==> config.mk <==
export PLATFORM = sky130hd
export DESIGN_NAME = sys_ctrl_rx_decoder_flat
export DESIGN_NICKNAME = d
export VERILOG_FILES = /design/src/rtl/sys_ctrl_rx_decoder_pkg.sv /design/src/rtl/sys_ctrl_rx_decoder_if.sv /design/src/rtl/sys_ctrl_rx_decoder_cmd_timeout_cnt.sv /design/src/rtl/sys_ctrl_rx_decoder.sv /design/src/flat_wrapper.sv
export SDC_FILE = /design/constraint.sdc
export NUM_CORES = 1
export LEC_CHECK = 0
export BUFFER_PORTS_ARGS = -buffer_cell sky130_fd_sc_hd__clkbuf_2
export CORE_MARGIN = 5
export CORE_UTILIZATION = 45
export CTS_BUF_LIST = sky130_fd_sc_hd__clkbuf_4 sky130_fd_sc_hd__clkbuf_8 sky130_fd_sc_hd__clkbuf_16
export DETAILED_ROUTE_END_ITERATION = 12
export PLACE_DENSITY_LB_ADDON = 0.05
export SYNTH_ARGS = -nofsm -noshare
export SYNTH_HDL_FRONTEND = slang
export SYNTH_SLANG_ARGS = --single-unit
==> constraint.sdc <==
create_clock -name CLK -period 1.9 [get_ports CLK]
set_input_delay 0.095 -clock CLK [delete_from_list [all_inputs] [get_ports CLK]]
set_output_delay 0.095 -clock CLK [all_outputs]
set_load 0.005 [all_outputs]
==> src/rtl/sys_ctrl_rx_decoder_pkg.sv <==
// Shared definitions for the RX command decoder: opcodes, FSM states and
// the register-file addresses that hold the ALU operands.
package sys_ctrl_rx_decoder_pkg;

  localparam logic [7:0] OP_RF_WR  = 8'hAA;
  localparam logic [7:0] OP_RF_RD  = 8'hBB;
  localparam logic [7:0] OP_ALU_LD = 8'hCC;
  localparam logic [7:0] OP_ALU_GO = 8'hDD;

  localparam int unsigned OPA_ADDR = 0;
  localparam int unsigned OPB_ADDR = 1;

  typedef enum logic [3:0] {
    IDLE,
    WR_ADDR,
    WR_DATA,
    RD_ADDR,
    RD_WAIT,
    ALU_A,
    ALU_B,
    ALU_FUN,
    ALU_WAIT,
    TX_LO,
    TX_HI
  } state_e;

endpackage

==> src/rtl/sys_ctrl_rx_decoder_if.sv <==
// Bus bundle between the RX command decoder and its register file, ALU,
// byte synchronizer and TX path. master = decoder side, slave = environment.
interface sys_ctrl_rx_decoder_if #(
  parameter int Width  = 8,
  parameter int ADDR_W = 4,
  parameter int FUN_W  = 4
);
  logic [Width-1:0]   rx_data;
  logic               rx_valid;
  logic [ADDR_W-1:0]  rf_addr;
  logic [Width-1:0]   rf_wr_data;
  logic               rf_wr_en;
  logic               rf_rd_en;
  logic [Width-1:0]   rf_rd_data;
  logic               rf_rd_valid;
  logic [FUN_W-1:0]   alu_fun;
  logic               alu_en;
  logic               alu_clk_gate_en;
  logic [2*Width-1:0] alu_out;
  logic               alu_out_valid;
  logic [Width-1:0]   tx_data;
  logic               tx_valid;
  logic               tx_busy;
  logic               cmd_error;

  modport master (
    input  rx_data, rx_valid, rf_rd_data, rf_rd_valid, alu_out, alu_out_valid, tx_busy,
    output rf_addr, rf_wr_data, rf_wr_en, rf_rd_en, alu_fun, alu_en, alu_clk_gate_en,
           tx_data, tx_valid, cmd_error
  );

  modport slave (
    output rx_data, rx_valid, rf_rd_data, rf_rd_valid, alu_out, alu_out_valid, tx_busy,
    input  rf_addr, rf_wr_data, rf_wr_en, rf_rd_en, alu_fun, alu_en, alu_clk_gate_en,
           tx_data, tx_valid, cmd_error
  );

endinterface

==> src/rtl/sys_ctrl_rx_decoder_cmd_timeout_cnt.sv <==
// Inter-byte timeout counter. Counts enabled cycles since the last clear and
// raises a one-cycle expired pulse when LIMIT cycles pass without a clear.
module cmd_timeout_cnt #(
  parameter int LIMIT = 4096
) (
  input  logic CLK,
  input  logic Reset,
  input  logic clear,
  input  logic enable,
  output logic expired
);
  localparam int CW = $clog2(LIMIT + 1);

  logic [CW-1:0] count;

  assign expired = enable && !clear && (count == CW'(LIMIT - 1));

  // Count idle cycles; a clear or the expiry itself restarts the window.
  always_ff @(posedge CLK or negedge Reset) begin
    if (!Reset) begin
      count <= '0;
    end else if (clear || expired) begin
      count <= '0;
    end else if (enable) begin
      count <= count + 1'b1;
    end
  end

endmodule

==> src/rtl/sys_ctrl_rx_decoder.sv <==
// RX command decoder: parses synchronized bytes into register-file and ALU
// commands and returns read data / ALU results byte-wise to the TX path.
// Optional inter-byte timeout is built when CMD_TIMEOUT_EN is defined.
module sys_ctrl_rx_decoder
  import sys_ctrl_rx_decoder_pkg::*;
#(
  parameter int Width  = 8,
  parameter int ADDR_W = 4,
  parameter int FUN_W  = 4
`ifdef CMD_TIMEOUT_EN
  , parameter int TIMEOUT_CYCLES = 4096
`endif
) (
  input  logic CLK,
  input  logic Reset,
  sys_ctrl_rx_decoder_if.master bus
);

  state_e             state;
  logic               two_byte;
  logic [Width-1:0]   hi_byte;
  logic [ADDR_W-1:0]  rf_addr;
  logic [Width-1:0]   rf_wr_data;
  logic               rf_wr_en;
  logic               rf_rd_en;
  logic [FUN_W-1:0]   alu_fun;
  logic               alu_en;
  logic               alu_clk_gate_en;
  logic [Width-1:0]   tx_data;
  logic               tx_valid;
  logic               cmd_error;
  logic               timeout_hit;

  assign bus.rf_addr         = rf_addr;
  assign bus.rf_wr_data      = rf_wr_data;
  assign bus.rf_wr_en        = rf_wr_en;
  assign bus.rf_rd_en        = rf_rd_en;
  assign bus.alu_fun         = alu_fun;
  assign bus.alu_en          = alu_en;
  assign bus.alu_clk_gate_en = alu_clk_gate_en;
  assign bus.tx_data         = tx_data;
  assign bus.tx_valid        = tx_valid;
  assign bus.cmd_error       = cmd_error;

`ifdef CMD_TIMEOUT_EN
  logic collecting;

  // States that are waiting for the next byte of a frame.
  assign collecting = (state == WR_ADDR) || (state == WR_DATA) || (state == RD_ADDR) ||
                      (state == ALU_A)   || (state == ALU_B)   || (state == ALU_FUN);

  cmd_timeout_cnt #(.LIMIT(TIMEOUT_CYCLES)) u_timeout (
    .CLK     (CLK),
    .Reset   (Reset),
    .clear   (bus.rx_valid || !collecting),
    .enable  (collecting),
    .expired (timeout_hit)
  );
`else
  assign timeout_hit = 1'b0;
`endif

  // Command FSM with all outputs registered.
  always_ff @(posedge CLK or negedge Reset) begin
    if (!Reset) begin
      state           <= IDLE;
      two_byte        <= 1'b0;
      hi_byte         <= '0;
      rf_addr         <= '0;
      rf_wr_data      <= '0;
      rf_wr_en        <= 1'b0;
      rf_rd_en        <= 1'b0;
      alu_fun         <= '0;
      alu_en          <= 1'b0;
      alu_clk_gate_en <= 1'b0;
      tx_data         <= '0;
      tx_valid        <= 1'b0;
      cmd_error       <= 1'b0;
    end else begin
      // NOTE: non-blocking assignments throughout; the strobes default low here
      // so each branch only has to raise them for the single cycle they apply.
      rf_wr_en  <= 1'b0;
      alu_en    <= 1'b0;
      cmd_error <= 1'b0;

      if (timeout_hit) begin
        state     <= IDLE;
        cmd_error <= 1'b1;
      end else begin
        case (state)
          IDLE: begin
            if (bus.rx_valid) begin
              case (bus.rx_data)
                OP_RF_WR:  state <= WR_ADDR;
                OP_RF_RD:  state <= RD_ADDR;
                OP_ALU_LD: state <= ALU_A;
                OP_ALU_GO: state <= ALU_FUN;
                default:   cmd_error <= 1'b1;
              endcase
            end
          end

          WR_ADDR: begin
            if (bus.rx_valid) begin
              rf_addr <= bus.rx_data[ADDR_W-1:0];
              state   <= WR_DATA;
            end
          end

          WR_DATA: begin
            if (bus.rx_valid) begin
              rf_wr_data <= bus.rx_data;
              rf_wr_en   <= 1'b1;
              state      <= IDLE;
            end
          end

          RD_ADDR: begin
            if (bus.rx_valid) begin
              rf_addr  <= bus.rx_data[ADDR_W-1:0];
              rf_rd_en <= 1'b1;
              state    <= RD_WAIT;
            end
          end

          RD_WAIT: begin
            if (bus.rx_valid) cmd_error <= 1'b1;
            if (bus.rf_rd_valid) begin
              rf_rd_en <= 1'b0;
              tx_data  <= bus.rf_rd_data;
              tx_valid <= 1'b1;
              two_byte <= 1'b0;
              state    <= TX_LO;
            end
          end

          ALU_A: begin
            if (bus.rx_valid) begin
              rf_addr    <= ADDR_W'(OPA_ADDR);
              rf_wr_data <= bus.rx_data;
              rf_wr_en   <= 1'b1;
              state      <= ALU_B;
            end
          end

          ALU_B: begin
            if (bus.rx_valid) begin
              rf_addr    <= ADDR_W'(OPB_ADDR);
              rf_wr_data <= bus.rx_data;
              rf_wr_en   <= 1'b1;
              state      <= ALU_FUN;
            end
          end

          ALU_FUN: begin
            if (bus.rx_valid) begin
              alu_fun         <= bus.rx_data[FUN_W-1:0];
              alu_en          <= 1'b1;
              alu_clk_gate_en <= 1'b1;
              state           <= ALU_WAIT;
            end
          end

          ALU_WAIT: begin
            if (bus.rx_valid) cmd_error <= 1'b1;
            if (bus.alu_out_valid) begin
              alu_clk_gate_en <= 1'b0;
              tx_data         <= bus.alu_out[Width-1:0];
              hi_byte         <= bus.alu_out[2*Width-1:Width];
              tx_valid        <= 1'b1;
              two_byte        <= 1'b1;
              state           <= TX_LO;
            end
          end

          TX_LO: begin
            if (bus.rx_valid) cmd_error <= 1'b1;
            if (!bus.tx_busy) begin
              if (two_byte) begin
                tx_data <= hi_byte;
                state   <= TX_HI;
              end else begin
                tx_valid <= 1'b0;
                state    <= IDLE;
              end
            end
          end

          TX_HI: begin
            if (bus.rx_valid) cmd_error <= 1'b1;
            if (!bus.tx_busy) begin
              tx_valid <= 1'b0;
              state    <= IDLE;
            end
          end

          default: state <= IDLE;
        endcase
      end
    end
  end

endmodule
==> src/flat_wrapper.sv <==
// flat-port wrapper written by rule: the top's interface ports become plain ports
module sys_ctrl_rx_decoder_flat import sys_ctrl_rx_decoder_pkg::*;
#(
  parameter int Width  = 8,
  parameter int ADDR_W = 4,
  parameter int FUN_W  = 4

)
  (CLK, Reset, bus_rx_data, bus_rx_valid, bus_rf_rd_data, bus_rf_rd_valid, bus_alu_out, bus_alu_out_valid, bus_tx_busy, bus_rf_addr, bus_rf_wr_data, bus_rf_wr_en, bus_rf_rd_en, bus_alu_fun, bus_alu_en, bus_alu_clk_gate_en, bus_tx_data, bus_tx_valid, bus_cmd_error);
  sys_ctrl_rx_decoder_if #(.Width(Width), .ADDR_W(ADDR_W), .FUN_W(FUN_W)) bus_i ();
  input  logic CLK;
  input  logic Reset;
  input wire logic [$bits(bus_i.rx_data)-1:0] bus_rx_data;
  input wire logic [$bits(bus_i.rx_valid)-1:0] bus_rx_valid;
  input wire logic [$bits(bus_i.rf_rd_data)-1:0] bus_rf_rd_data;
  input wire logic [$bits(bus_i.rf_rd_valid)-1:0] bus_rf_rd_valid;
  input wire logic [$bits(bus_i.alu_out)-1:0] bus_alu_out;
  input wire logic [$bits(bus_i.alu_out_valid)-1:0] bus_alu_out_valid;
  input wire logic [$bits(bus_i.tx_busy)-1:0] bus_tx_busy;
  output wire logic [$bits(bus_i.rf_addr)-1:0] bus_rf_addr;
  output wire logic [$bits(bus_i.rf_wr_data)-1:0] bus_rf_wr_data;
  output wire logic [$bits(bus_i.rf_wr_en)-1:0] bus_rf_wr_en;
  output wire logic [$bits(bus_i.rf_rd_en)-1:0] bus_rf_rd_en;
  output wire logic [$bits(bus_i.alu_fun)-1:0] bus_alu_fun;
  output wire logic [$bits(bus_i.alu_en)-1:0] bus_alu_en;
  output wire logic [$bits(bus_i.alu_clk_gate_en)-1:0] bus_alu_clk_gate_en;
  output wire logic [$bits(bus_i.tx_data)-1:0] bus_tx_data;
  output wire logic [$bits(bus_i.tx_valid)-1:0] bus_tx_valid;
  output wire logic [$bits(bus_i.cmd_error)-1:0] bus_cmd_error;
  assign bus_i.rx_data = bus_rx_data;
  assign bus_i.rx_valid = bus_rx_valid;
  assign bus_i.rf_rd_data = bus_rf_rd_data;
  assign bus_i.rf_rd_valid = bus_rf_rd_valid;
  assign bus_i.alu_out = bus_alu_out;
  assign bus_i.alu_out_valid = bus_alu_out_valid;
  assign bus_i.tx_busy = bus_tx_busy;
  assign bus_rf_addr = bus_i.rf_addr;
  assign bus_rf_wr_data = bus_i.rf_wr_data;
  assign bus_rf_wr_en = bus_i.rf_wr_en;
  assign bus_rf_rd_en = bus_i.rf_rd_en;
  assign bus_alu_fun = bus_i.alu_fun;
  assign bus_alu_en = bus_i.alu_en;
  assign bus_alu_clk_gate_en = bus_i.alu_clk_gate_en;
  assign bus_tx_data = bus_i.tx_data;
  assign bus_tx_valid = bus_i.tx_valid;
  assign bus_cmd_error = bus_i.cmd_error;
  sys_ctrl_rx_decoder #(.Width(Width), .ADDR_W(ADDR_W), .FUN_W(FUN_W)) u_core (.CLK(CLK), .Reset(Reset), .bus(bus_i));
endmodule
==> impl_metrics.py <==
metrics = {
    "outcome": {
        "outcome": "completed",
    },
    "global_route": {
        "grt_remaining_overflow": 0,
        "antenna_found_initial": 0,
        "grt_use_total_pct": 17.6,
        "grt_pass1_vias": 1860,
        "grt_pass1_wl_um": 8820,
        "grt_max_degree": 28,
    },
    "timing": {
        "slew_headroom_pct": 52.6,
        "holdWs_ns": 0.0337,
        "fin_skew_ns": 0.00119,
        "period_share_pct": 94.3,
        "fmax_ghz": 0.558,
        "setup_viol": 0,
        "final_hold_viol_count": 0,
        "timing.setup.tns_ns": 0,
        "finalCriticalPeriod_ns": 1.79,
        "rsz0062_at_grt": "false",
        "tightest_slew_ns": 0.710,
        "fin_ws_ns": 0.109,
        "drv_slew": 0,
    },
    "power_and_ir_drop": {
        "power_frac_seq_pct": 37.6,
        "switchingPower_mw": 1.41,
        "p_sw_share_pct": 34.2,
        "ir_drop_mv": 0.725,
        "power_density_nw_per_um2": 1430,
        "power.internal_mw": 2.70,
        "power.total_mw": 4.10,
        "power_frac_comb_pct": 44.4,
        "leakagePower_nw": 1.42,
        "p_clk_share_pct": 18.0,
    },
    "clock_network": {
        "cts_tree": "done",
        "cts_buffers": 5,
        "cts.path.max_buffers": 2,
        "worstSkewPairLatency_ns": 0.29,
        "cts_post_setup_buffers_inserted": 0,
        "h-tree-depth": 2,
        "cts_root_buffer": "clkbuf_8",
        "clk_pin_slew_ns": 0.08,
        "cts.sinks": 43,
    },
    "cells_and_area": {
        "mostFrequentLayoutCells": "clkbuf_2 (67), dfrtp_1 (42), mux2_2 (17), mux2i_1 (17)",
        "drive_gt1_share_pct": 40.8,
        "diodes": 0,
        "fin_cells": 351,
        "layout_commonest_cell": "clkbuf_2",
        "syn_to_final_growth_pct": 27.4,
        "fill_cells": 435,
        "nets": 321,
        "multi_input_area_um2": 1080,
        "regArea_um2": 1080,
    },
    "floorplanning": {
        "fp.dieH_um": 80.8,
        "pin_count": 68,
        "fp.dieW_um": 80.8,
        "core_um2": 4790,
        "die_area_um2": 6520,
        "rows": 25,
        "initial_core_util_pct": 47.1,
    },
    "worst_setup_path": {
        "critPathArrivalTime_ns": 1.97,
        "cp_data_required_time_ns": 2.08,
        "crit_fanout": 12,
        "cp-start-kind": "register",
        "worst-r2r-setup-slack_ns": 0.11,
        "worst-setup-path-type": "reg2reg",
        "end_kind": "register",
    },
    "run": {
        "cap_violations": 0,
    },
    "logic_synthesis": {
        "yosys_warnings": 0,
        "synth_seq_cells": 43,
        "syn_area_um2": 2250,
        "synthFlopType": "dfrtp_1",
        "avgSynthCellArea_um2": 11.1,
        "async_reset_ff_share_pct": 100,
        "syn-num-nets": 241,
        "synthDistinctLibCells": 45,
        "synth_cells": 203,
        "yosysSeqAreaShare_pct": 47.8,
        "synth_edf_count": 0,
    },
    "place": {
        "dp.cells": 342,
        "portBuffers": 67,
        "hpwlAfterDp_um": 3990,
        "gp_congestion": 0.866,
        "pre_cts_slack_ns": 0.112,
    },
    "detailed_routing": {
        "drtIter0Drc": 87,
        "vias": 1794,
        "dr.pass1.iters": 4,
        "wirelength_um": 5170,
        "ant_nets": 0,
        "drt-wirelength-per-cell_um": 14.7,
        "drt-vias-per-instance": 5.11,
        "drc": 0,
    },
    "worst_hold_path": {
        "hp-class": "in2reg",
    },
}
## layout make-up
class | instances | share of cell area [%]
multi-input cells | 138 | 37.5
repair buffers | 83 | 16.4
clock buffers | 6 | 2.88
flip-flops and latches | 43 | 37.5
inverters | 12 | 1.57
well taps | 67 | 2.92
clock inverters | 2 | 1.22
## worst paths after layout
| kind | to | from | cells past startpoint |
|---|---|---|---|
| worst min-delay path | u_core.hi_byte[6]$_DFFE_PN0P_ | bus_alu_out[14] | 2 |
| max in group asynchronous | u_core.hi_byte[0]$_DFFE_PN0P_ | Reset | 3 |
| worst max register to register | u_core.state[3]$_DFFE_PN0P_ | u_core.state[2]$_DFFE_PN0P_ | 4 |
| worst max-delay path | u_core.state[3]$_DFFE_PN0P_ | u_core.state[2]$_DFFE_PN0P_ | 4 |
| min in group asynchronous | u_core.bus.tx_data[5]$_DFFE_PN0P_ | Reset | 2 |
| worst min register to register | u_core.bus.rf_wr_data[3]$_DFFE_PN0P_ | u_core.bus.rf_wr_data[3]$_DFFE_PN0P_ | 1 |
## synth_stat cells, types with 3 or more instances
cell | count | share of area, %
dfrtp_1 | 43 | 48
mux2_2 | 17 | 8.5
mux2i_1 | 17 | 7.6
o21ai_0 | 14 | 3.1
inv_1 | 11 | 1.8
nand2_1 | 11 | 1.8
nor2_1 | 11 | 1.8
buf_2 | 9 | 2.0
nand2b_1 | 7 | 1.9
a21oi_1 | 6 | 1.3
mux2_1 | 6 | 3.0
nor2b_1 | 4 | 1.1
o21a_1 | 4 | 1.3
and3_1 | 3 | 0.83
xnor2_1 | 3 | 1.2
## layer usage
metal / global-route usage [%] / up-vias / share of wire (%)
li1: - / 889 / -
met1: 23.7 / 855 / 46
met2: 27.0 / 45 / 47
met3: 5.32 / 5 / 6.0
met4: 6.25 / 0 / 1.1
met5: 0 / - / 0
## sequential cells by signal (all words and copies together), names as in the netlist
name	cells
u_core.hi_byte	8
u_core.bus.cmd_error	1
u_core.bus.alu_clk_gate_en	1
u_core.bus.rf_addr	4
u_core.bus.alu_fun	4
u_core.two_byte	1
u_core.state	4
u_core.bus.rf_wr_data	8
u_core.bus.alu_en	1
u_core.bus.tx_data	8
u_core.bus.tx_valid	1
u_core.bus.rf_wr_en	1
u_core.bus.rf_rd_en	1
## power groups by stage
stage	clock network [mW]	registers [mW]	logic [mW]
after detailed placement	0	1.56	1.85
after floorplan	0	1.47	1.22
after global placement	0	1.55	1.82
after CTS	0.757	1.54	1.85
after global routing	0.808	1.61	2.03
final	0.737	1.54	1.82
## critical path: stages (launching register included)
cell and delay (ns):
dfrtp_1 0.52, buf_4 0.23, or3_1 0.40, and4b_1 0.20, a2111o_1 0.33
## cells by family (layout without fill, tap and decap cells)
| logic type | Yosys count | after routing | synth area share [%] |
|---|---|---|---|
| XOR/XNOR | 3 | 3 | 1.17 |
| buffers and inverters | 22 | 103 | 4.50 |
| AND/OR/NAND/NOR | 56 | 56 | 16.2 |
| AO/OA/AOI/OAI | 39 | 39 | 11.4 |
| multiplexers | 40 | 40 | 19.0 |
| flip-flops | 43 | 43 | 47.8 |
## through the flow
step | instance area, um2 | utilization (%)
detailed placement | 2740 | 57.3
floorplan | 2250 | -
global route | 2870 | 60.0
global placement | 2740 | 57.3
CTS | 2870 | 59.9
finish | 2870 | 60.0
## timing repair
action                                  in CTS  in global routing
gates resized for setup                      0                  1
endpoints found under the hold margin       25                  0
hold buffers                                 1                  0
endpoints found under the setup margin       0                  1
No activity file was read; power rests on OpenSTA's default activity.
